`config.mk`:
```
export PLATFORM = sky130hd
export DESIGN_NAME = a2s_controller
export DESIGN_NICKNAME = d
export VERILOG_FILES = /design/src/rtl/a2s_pkg.sv /design/src/rtl/a2s_controller.sv
export SDC_FILE = /design/constraint.sdc
export NUM_CORES = 1
export LEC_CHECK = 0
export ABC_AREA = 1
export BUFFER_PORTS_ARGS = -buffer_cell sky130_fd_sc_hd__clkbuf_2
export CORE_ASPECT_RATIO = 1.25
export CORE_UTILIZATION = 54
export DETAILED_ROUTE_END_ITERATION = 12
export PLACE_DENSITY = 0.78
export SLEW_MARGIN = 15
export SYNTH_ARGS = -nofsm -noshare
export SYNTH_HDL_FRONTEND = slang
export SYNTH_SLANG_ARGS = --single-unit
export TNS_END_PERCENT = 100
```
`constraint.sdc`:
```
create_clock -name AXI_clk -period 2.33 [get_ports AXI_clk]
set_input_delay 0.5825 -clock AXI_clk [delete_from_list [all_inputs] [get_ports AXI_clk]]
set_output_delay 0.5825 -clock AXI_clk [all_outputs]
set_load 0.1 [all_outputs]
```
`src/rtl/a2s_pkg.sv`:
```
// Shared types and AXI read-burst constants for the OCM-to-stream read controller.
package a2s_pkg;

    typedef enum logic [1:0] {
        IDLE = 2'd0,
        ADDR = 2'd1,
        DATA = 2'd2
    } state_t;

    localparam int unsigned BURST_LEN    = 16;
    localparam logic [3:0]  ARLEN_BURST  = 4'(BURST_LEN - 1);
    localparam logic [3:0]  LAST_BEAT    = 4'(BURST_LEN - 1);
    localparam logic [2:0]  ARSIZE_4B    = 3'b010;
    localparam logic [1:0]  ARBURST_INCR = 2'b01;
    localparam logic [1:0]  OKAY         = 2'b00;

    // Byte address of a 64-byte block inside the OCM ring.
    function automatic logic [31:0] blk_addr(input logic [31:0] base,
                                             input logic [31:0] mask,
                                             input logic [31:0] blk);
        return (base & ~mask) | ((blk << 6) & mask);
    endfunction

endpackage

```
`src/rtl/a2s_controller.sv`:
```
// Fetches 16-word OCM blocks over AXI read into a 32-word ping-pong buffer
// and exposes the buffer read address to the stream consumer.
module a2s_controller
    import a2s_pkg::*;
#(
    parameter logic [31:0] ocm_haddr = 32'hfffc0000,
    parameter int unsigned ocm_width = 16
) (
    input  logic        AXI_clk,
    input  logic        rst_n,
    input  logic        sync,
    input  logic        Oen,
    output logic [4:0]  Oaddr,
    output logic        Ovalid,
    output logic [31:0] a2s_cnt,
    output logic [31:0] AXI_araddr,
    output logic [3:0]  AXI_arlen,
    output logic [2:0]  AXI_arsize,
    output logic [1:0]  AXI_arburst,
    output logic        AXI_arvalid,
    input  logic        AXI_arready,
    input  logic        AXI_rvalid,
    output logic        AXI_rready,
    input  logic        AXI_rlast,
    input  logic [1:0]  AXI_rresp,
    output logic [4:0]  a2s_addr,
    output logic        a2s_en,
    output logic        a2s_underrun,
    output logic        a2s_rerr
);

    localparam logic [31:0] RING_MASK = (ocm_width >= 32) ? 32'hffff_ffff
                                      : 32'((33'd1 << ocm_width) - 33'd1);
    localparam logic [31:0] RING_BASE = ocm_haddr & ~RING_MASK;

    state_t      state, state_nxt;
    logic [35:0] cnt;
    logic [31:0] fblk;
    logic [31:0] ahead;
    logic [1:0]  hv, hv_nxt;
    logic        flush;
    logic [3:0]  beat;
    logic        fetch_ok, beat_acc, last_acc, fill_done, beat_err;

    assign ahead     = fblk - cnt[35:4];
    assign fetch_ok  = (ahead < 32'd2) && !flush;
    assign beat_acc  = AXI_rvalid && AXI_rready;
    assign last_acc  = beat_acc && AXI_rlast;
    assign fill_done = last_acc && !flush;
    assign beat_err  = (AXI_rresp != OKAY)
                    || (AXI_rlast && (beat != LAST_BEAT))
                    || (!AXI_rlast && (beat == LAST_BEAT));

    assign Oaddr       = cnt[4:0];
    assign a2s_cnt     = cnt[35:4];
    assign Ovalid      = hv[cnt[4]];
    assign a2s_addr    = {fblk[0], beat};
    assign a2s_en      = beat_acc && !flush;
    assign AXI_arlen   = ARLEN_BURST;
    assign AXI_arsize  = ARSIZE_4B;
    assign AXI_arburst = ARBURST_INCR;

    always_ff @(posedge AXI_clk or negedge rst_n) begin
        if (!rst_n) state <= IDLE;
        else        state <= state_nxt;
    end

    // Next state and half-valid update; sync blocks a new fetch in the same cycle.
    always_comb begin
        state_nxt = state;
        hv_nxt    = hv;
        case (state)
            IDLE:    if (!sync && fetch_ok)            state_nxt = ADDR;
            ADDR:    if (AXI_arvalid && AXI_arready)   state_nxt = DATA;
            DATA:    if (last_acc)                     state_nxt = IDLE;
            default:                                   state_nxt = IDLE;
        endcase
        if (Oen && (cnt[3:0] == 4'hf)) hv_nxt[cnt[4]]  = 1'b0;
        if (fill_done)                 hv_nxt[fblk[0]] = 1'b1;
    end

    // AXI handshake outputs follow the next state so they are clean flops.
    always_ff @(posedge AXI_clk or negedge rst_n) begin
        if (!rst_n) begin
            AXI_arvalid <= 1'b0;
            AXI_rready  <= 1'b0;
            AXI_araddr  <= RING_BASE;
            beat        <= 4'd0;
            flush       <= 1'b0;
        end else begin
            AXI_arvalid <= (state_nxt == ADDR);
            AXI_rready  <= (state_nxt == DATA);
            if (state == IDLE && state_nxt == ADDR)
                AXI_araddr <= blk_addr(ocm_haddr, RING_MASK, fblk);
            if (state != DATA)  beat <= 4'd0;
            else if (beat_acc)  beat <= beat + 4'd1;
            if (sync && state != IDLE && state_nxt != IDLE) flush <= 1'b1;
            else if (state_nxt == IDLE)                     flush <= 1'b0;
        end
    end

    // Stream/fetch counters and sticky flags; sync wins over everything else.
    always_ff @(posedge AXI_clk or negedge rst_n) begin
        if (!rst_n) begin
            cnt          <= 36'd0;
            fblk         <= 32'd0;
            hv           <= 2'b00;
            a2s_underrun <= 1'b0;
            a2s_rerr     <= 1'b0;
        end else if (sync) begin
            cnt          <= 36'd0;
            fblk         <= 32'd0;
            hv           <= 2'b00;
            a2s_underrun <= 1'b0;
            a2s_rerr     <= 1'b0;
        end else begin
            if (Oen)                  cnt  <= cnt + 36'd1;
            if (fill_done)            fblk <= fblk + 32'd1;
            hv <= hv_nxt;
            if (Oen && !hv[cnt[4]])   a2s_underrun <= 1'b1;
            if (beat_acc && beat_err) a2s_rerr     <= 1'b1;
        end
    end

endmodule
```
Yosys cells after proc, flatten, opt, wreduce, memory -nomap -nowiden
Index checks and enable logic that the tools add are counted.

Bits in registers: 91. Bits of input ports: 9. Output and inout bits: 89. Logic and storage cells: 90.

Add/sub/neg operators: 4. Magnitude comparators: 5. Eq/ne operators: 8. Mux-type cells: 25. Bitwise gates (word level): 3. Reductions and logical operators: 34.

Operators with widths (count): $mux 36 (2); $mux 32 (2); $add 36x1->36 const B (1); $add 32x1->32 const B (1); $lt 32x2->1 const B (1); $sub 32x32->32 (1); $reduce_bool 2->1 (9); $logic_and 1x1->1 (17); $mux 2 (6); $mux 1 (10); $eq 4x4->1 const B (2); $mux 4 (2); $pmux 2 s3 (1); $add 4x1->4 const B (1); $eq 2x1->1 const B (2); $eq 2x2->1 const B (2); $logic_not 1->1 (4); $logic_not 2->1 (2); $lt 1x2->1 const B (2); $ne 4x4->1 const B (1); $and 2x2->2 (1); $demux 1 s1 (2); $ge 1x1->1 const B (2); $logic_or 1x1->1 (2); 3 further kinds (3).

Longest topological paths before layout
Gate-level depths: netlist of run 1.

Depth in word-level cells: 10. Mapped depth: 22. Mapped depth without buffers: 22.

Least setup slack after synthesis of run 1
Ideal clock, no wire load.

Path kind: flip-flop to output port. Start point: register cnt[4]. End point: output Ovalid. Data arrival time: 3.137 ns. Data required time: 1.747 ns. Setup slack: -1.390 ns. Stages on the path, launching flop included: 2. Path buffers: 0. Cell sequence: dfrtp_1 o21ai_0.

Word-level cells in the longest chain between the ends: 2.

Ends and longest elaborated chain: from (decl) (RTL line a2s_controller.sv:37) `logic [35:0] cnt;`; from (signal assigned) (RTL line a2s_controller.sv:117) `if (Oen) cnt <= cnt + 36'd1;`; $mux 1 (not written as such) (2 in a row) (RTL line a2s_controller.sv:56) `assign Ovalid = hv[cnt[4]];`; to (decl) (RTL line a2s_controller.sv:14) `output logic Ovalid,`.

No other way between the ends. The select of a mux whose other input is x is not followed.

Worst setup path after layout of run 1
Start point: register cnt[28]. End point: register AXI_araddr[11].

Word-level cells in the longest chain between the ends: 8.

Ends and longest elaborated chain: $sub 32x32->32 (RTL line a2s_controller.sv:45) `assign ahead = fblk - cnt[35:4];`; $lt 32x2->1 (RTL line a2s_controller.sv:46) `assign fetch_ok = (ahead < 32'd2) && !flush;`; $logic_and 1x1->1 (RTL line a2s_controller.sv:46); $logic_and 1x1->1 (RTL line a2s_controller.sv:73) `IDLE: if (!sync && fetch_ok) state_nxt = ADDR;`; $mux 2 (RTL line a2s_controller.sv:73); $pmux 2 s3 (RTL line a2s_controller.sv:72) `case (state)`; $eq 2x1->1 (RTL line a2s_controller.sv:93) `if (state == IDLE && state_nxt == ADDR)`; $logic_and 1x1->1 (RTL line a2s_controller.sv:93); to (signal assigned) (RTL line a2s_controller.sv:94) `AXI_araddr <= blk_addr(ocm_haddr, RING_MASK, fblk);`; to (decl) (RTL line a2s_controller.sv:16) `output logic [31:0] AXI_araddr,`.

No other way between the ends. A chain may end at the register's enable or synchronous reset.

==> impl_results.md, run 1 <==
* DRC Markers at 0
* Power per standard cell area at 391 nW/um^2
* Placed instance count at 1,579
* Clk_lat worst skew at 390 ps
* Min-delay worst type: in2async
* H-tree levels at 3
* Maxcap violations at 0
* Mapped Area at about 7400 sq um
* # diodes at 0
* Outcome: complete, but fails checks
* Setup_tns at -10,760 ps
* Crit Path Category: reg2reg
* Post-Layout Cell Count at 1,632
* Max_slew headroom at 62.5%
* Detailed-route wire length per cell at between 20 and 25 microns
* WL final at 35.6 mm
* Clk_skew at around 13 ps
* Dpl hpwl at 18.1 mm
* Total congestion overflow at 0
* Initial core utilization at 55.6%
* Vias in the first global route at roughly 8,900
* IO Port Bufs at between 60 and 70
* Top cells by area, synth: dfrtp_1, nand2_1, inv_1
* Most frequent cells in the layout: nand2_1, buf_4, inv_1, nor2_1, nand2_2
* Die Wd at 107 microns
* Cells after synthesis at 1,154
* Final Hold Fails at 0
* Core Area at 13,300 sq um
* Worst setup slack after layout at -850 ps
* Root Buffer: clkbuf_16
* Vias at just over 10,000
* Async SR Flop Fraction at 100%
* Number of synthesized register bits at 91
* CP max FO at 5
* Max rail drop VDD at around 0.00068 V
* Critical Path Source Type: flip-flop
* Share of cells above drive strength 1 at 43.4%
* # rows at 47
* Crit. End Element: flip-flop
* Sequential-to-total area share from yosys stat at 30.7%
* Initial DRC Count at between 1,500 and 2,000
* R2r worst-path depth at 14
* Die area at 14,200 sq um
* Mapped Avg Cell Area at 6.43 sq um
* Vias/cell at around 6.3
* Synth top area share at 30.7%
* Period minus WS final at about 3200 ps
* CTS buffer count at 9
* Synth warnings at 0
* Yosys top cell by area: dfrtp_1
* Final net count at 1,499
* Total track usage at 38.0%
* Post-synth top flop: dfrtp_1
* WP data arrival at around 3500 ps
* Failing checks: negative setup slack
* Antenna violations before repair at 0
* CTS clk-pin slew, worst paths at approximately 80 ps
* CTS tree: built
* Final setup vio count at 30
* Maximum clock frequency at 314 MHz
* Max Slew Vio Count at 0
* EDFF count, synth at 0
* Ratio of final minimum period to clock period at 136%
* Slew @ Worst Pin at 564 ps
* Routability cong. at ~0.94
* CP required at between 2000 and 3000 ps
* Filler cell count at 630
* Final ANT Viol Nets at 0
* IO Pins at 98
* First-pass GRT wire length at 42.6 mm
* Commonest non-fill, non-tap cell in the layout: nand2_1
* Synth-to-Final Area Change at 51.5%
* Unrepaired setup endpoints after global routing: true
* Leak at ~5.8 nW
* Largest net degree at the start of global routing at 51
* Clk buf depth at 2
* Die H at 133 microns
* Detailed Routing Iterations Pass 1 at 8
* # hold bufs at CTS at 0
* Clock sinks at just over 90
* Synth unique cells at between 40 and 50
==> metrics by stage <==
| step | utilization (%) | setup slack, ps | area, sq um | power (mW) | hold WS [ps] |
|---|---|---|---|---|---|
| after global placement | 71.4 | -467 | 9530 | 2.64 | 458 |
| final | 84.3 | -850 | 11300 | 4.40 | 132 |
| after global routing | 84.3 | -931 | 11300 | 4.48 | 166 |
| after CTS | 78.0 | -254 | 10400 | 4.21 | 177 |
| after floorplan | - | -296 | 7740 | 2.49 | 287 |
| after detailed placement | 71.4 | -511 | 9530 | 2.65 | 470 |
==> critical path, stage by stage, from the launching register on <==
cell	delay, ps
dfrtp_4	500
inv_1	120
ha_1	330
a21oi_1	260
o21ai_0	260
a21oi_1	300
nand3_1	150
nand2_1	100
nand2_1	80
nand3b_1	250
nor3_4	190
buf_12	160
buf_8	120
nand3_1	70
nand2_1	190
==> cell usage after synthesis, drive strengths merged (2+ instances only) <==
master and number:
nand3 73, nor2 123, a221oi 2, xor2 2, nand2 320, nand3b 5, inv 216, o21a 4
ha 33, conb 2, nor3b 2, a21oi 79, o31ai 4, nand4 19, o21ai 47, nor4 7
clkbuf 7, nor3 56, buf 36, and2 3, o22ai 2, o21bai 2, dfrtp 91, a211oi 5
xnor2 3, a31oi 4
==> flip-flops by register name (all words and copies together), names as in the netlist <==
register / cells
cnt: 36
fblk: 32
AXI_araddr: 10
beat: 4
hv: 2
state: 2
AXI_arvalid: 1
AXI_rready: 1
a2s_rerr: 1
a2s_underrun: 1
flush: 1
==> cell families after synthesis <==
group	after synthesis	synth area share, %
DFF	91	30.7
and+or+nand+nor	611	36.9
buffers and inverters	260	14.9
other	2	0.101
adders and majority gates	34	5.83
AOI/OAI and AO/OA	151	11.0
xor gates and xnor gates	5	0.590
==> what timing repair did <==
| item | CTS | global route |
|---|---|---|
| cloned | 3 | 0 |
| setup endpoints to repair | 24 | 35 |
| gates resized for setup | 126 | 176 |
| setup buffers | 5 | 29 |
| pin swaps | 34 | 77 |
==> area by class of cell <==
type,count,area (sq um),area share [%]
Multi-Input combinational cell,833,5300,47.1
Sequential cell,91,2400,21.3
Timing Repair Buffer,304,2200,19.5
Inverter,217,845,7.50
Clock buffer,9,225,2.00
Tap cell,171,214,1.90
Clock inverter,7,70.1,0.623
==> report_power, final <==
group	total (mW)	switching, mW	internal [mW]	leakage (nW)
Sequential	1.68	0.0433	1.64	1.19
Clock	1.57	0.820	0.754	0.141
Combinational	1.15	0.891	0.255	4.49
==> layer usage <==
metal	global-route usage [%]	wire [microns]
met5	0	0
met4	19.9	3420
met3	6.36	4720
met2	63.4	15700
met1	46.7	11800
==> final timing paths <==
check,start,end,slack [ps]
max in group asynchronous,rst_n,cnt[29],1500
max,cnt[28],AXI_araddr[11],-850
min in group AXI_clk,AXI_arready,AXI_rready,500
min,rst_n,beat[2],130
max reg2reg,cnt[28],AXI_araddr[11],-850
min reg2reg,cnt[3],cnt[3],530
No activity file was read; power rests on OpenSTA's default activity.
==> run 2, diff against run 1 <==
Settings changed: CELL_PAD_IN_SITES_DETAIL_PLACEMENT set to 1, CELL_PAD_IN_SITES_GLOBAL_PLACEMENT set to 2, CORE_UTILIZATION 54 to 29, PLACE_DENSITY 0.78 to not set, PLACE_DENSITY_LB_ADDON set to 0.1.
==> impl_results.md, run 2 (synthesized netlist as in run 1, its figures left out) <==
* Crit-path cells: inv_4 -> ha_4 -> nand2_2 -> nand2_2 -> buf_4 -> nand2_4 -> nand2_4 -> a21oi_4 -> nand2_4 -> nand2_2 -> nand4_1 -> nor3_2 -> nand3b_1 -> nor3_4 -> buf_6 -> buf_16 -> nand3_2 -> nand2_1
* Unrepaired setup endpoints after global routing: true
* CP max stage delay at 490 ps
* Die area at between 20,000 and 30,000 sq um
* Die Wd at 145 microns
* Filler cell count at 3,208
* Clk_lat worst skew at 350 ps
* Failing checks: negative setup slack
* Clk_skew at ~11 ps
* Maximum clock frequency at 355 MHz
* # diodes at 0
* Critical Path Source Type: flip-flop
* Most frequent cells in the layout: buf_4, nand2_1, inv_1, nor2_1, clkbuf_2
* DRC Markers at 0
* # hold bufs at CTS at 0
* Leak at just over 6 nW
* CTS buffer count at 9
* Min Hold Slack at between 150 and 200 ps
* Final net count at 1,537
* Max Slew Vio Count at 0
* Commonest non-fill, non-tap cell in the layout: buf_4
* Register share of total power at 38.1%
* First-pass GRT wire length at roughly 47 mm
* Root Buffer: clkbuf_16
* Total track usage at 23.0%
* # rows at 65
* Crit Path Category: reg2reg
* Synth-to-Final Area Change at 60.0%
* CP max stage cell: dfrtp_4
* Finished Core Util at a little under half
* Dpl ws at -777 ps
* Clk buf depth at 2
* Sw frac at a little under two fifths
* P_int at 2.75 mW
* Dpl hpwl at 24.4 mm
* Die H at around 180 microns
* Period minus WS final at 2820 ps
* Core Area at 25,200 sq um
* Largest net degree at the start of global routing at 36
* Top reg by flops: cnt
* CP max FO at 5
* Post-route cell area at 11,900 sq um
* Max FFs per register at 36
* Setup_tns at -6150 ps
* Antenna violations before repair at 0
* Final Hold Fails at 0
* Outcome: complete, but fails checks
* Maxcap violations at 0
* Initial core utilization at slightly below 30%
* Vias/cell at 4.69
* Detailed-route wire length per cell at 16.7 microns
* Vias in the first global route at roughly 8,900
* Worst setup slack after layout at -487 ps
* Placed cell area at 9980 sq um
* Final ANT Viol Nets at 0
* Routability cong. at 0.845
* Vias at 8,595
* WP data arrival at 3110 ps
* Min-delay worst type: in2async
* Max rail drop VDD at roughly 0.00036 V
* IO Port Bufs at 66
* CP required at about 2600 ps
* H-tree levels at 3
* Initial DRC Count at 268
* Top flop regs: cnt x36, fblk x32, AXI_araddr x10
* Crit. End Element: flip-flop
* CTS tree: built
* Share of cells above drive strength 1 at 45.1%
* Ratio of final minimum period to clock period at 121%
* Logic pwr share at around 28%
* Power per standard cell area at 371 nW/um^2
* IO Pins at 98
* Clock sinks at 91
* Slew @ Worst Pin at about 580 ps
* WL final at 30.6 mm
* Final setup vio count at 19
* CTS clk-pin slew, worst paths at 70 ps
* Detailed Routing Iterations Pass 1 at 4
* Total congestion overflow at 0
* Net Switching at 1.67 mW
* Clock power frac at between 30% and 40%
* Max_slew headroom at 61.7%
==> run 2: area by class of cell <==
| type | count | area (sq um) | area share [%] |
|---|---|---|---|
| flip-flops and latches | 91 | 2400 | 20.2 |
| inverters | 217 | 850 | 7.15 |
| repair buffers | 342 | 2560 | 21.5 |
| clock inverters | 5 | 35.0 | 0.295 |
| clock buffers | 11 | 253 | 2.13 |
| well taps | 335 | 419 | 3.53 |
| multi-input cells | 833 | 5370 | 45.2 |
==> run 2: repair_timing <==
item | 4_1_cts | 5_1_grt
buffers inserted | 15 | 30
gates resized for setup | 108 | 232
pin swaps | 33 | 78
gates cloned | 2 | 1
endpoints found under the setup margin | 28 | 41
==> run 2: worst paths after layout <==
path	startpoint	to	slack (ps)	cells after the start
worst max-delay path	cnt[13]	AXI_araddr[14]	-490	18
worst min-delay path	rst_n	fblk[27]	190	1
worst max register to register	cnt[13]	AXI_araddr[14]	-490	18
worst min register to register	AXI_araddr[7]	AXI_araddr[7]	490	2
max in group asynchronous	rst_n	cnt[4]	1430	2
min in group AXI_clk	AXI_araddr[7]	AXI_araddr[7]	490	2
==> run 2: power groups by stage <==
stage / clock network, mW / registers (mW) / logic [mW]
floorplan: 0 / 1.92 / 0.567
global placement: 0 / 1.71 / 1.08
detailed placement: 0 / 1.72 / 1.09
CTS: 1.50 / 1.68 / 1.20
global route: 1.56 / 1.69 / 1.33
finish: 1.47 / 1.68 / 1.26
==> run 2: worst max-delay path, delay by kind of cell, from the launching register on <==
kind | cells | cell delay (ps)
simple gates | 12 | 1320
flops | 1 | 490
buf+inv | 4 | 550
fa+ha+maj | 1 | 220
compound gates | 1 | 180
==> run 2: through the flow <==
| stage | total power, mW | cells |
|---|---|---|
| after floorplan | 2.49 | 1183 |
| after global placement | 2.79 | 1772 |
| after detailed placement | 2.81 | 1772 |
| after CTS | 4.38 | 1805 |
| after global routing | 4.58 | 1834 |
| final | 4.41 | 1834 |
==> run 2: per-layer routing <==
| metal | up-vias | GRT usage [%] | share of wire, % |
|---|---|---|---|
| met5 | - | 0 | 0 |
| met2 | 115 | 41.8 | 51 |
| met4 | 0 | 6.19 | 1.8 |
| li1 | 4289 | - | - |
| met3 | 29 | 1.69 | 1.8 |
| met1 | 4162 | 29.2 | 45 |
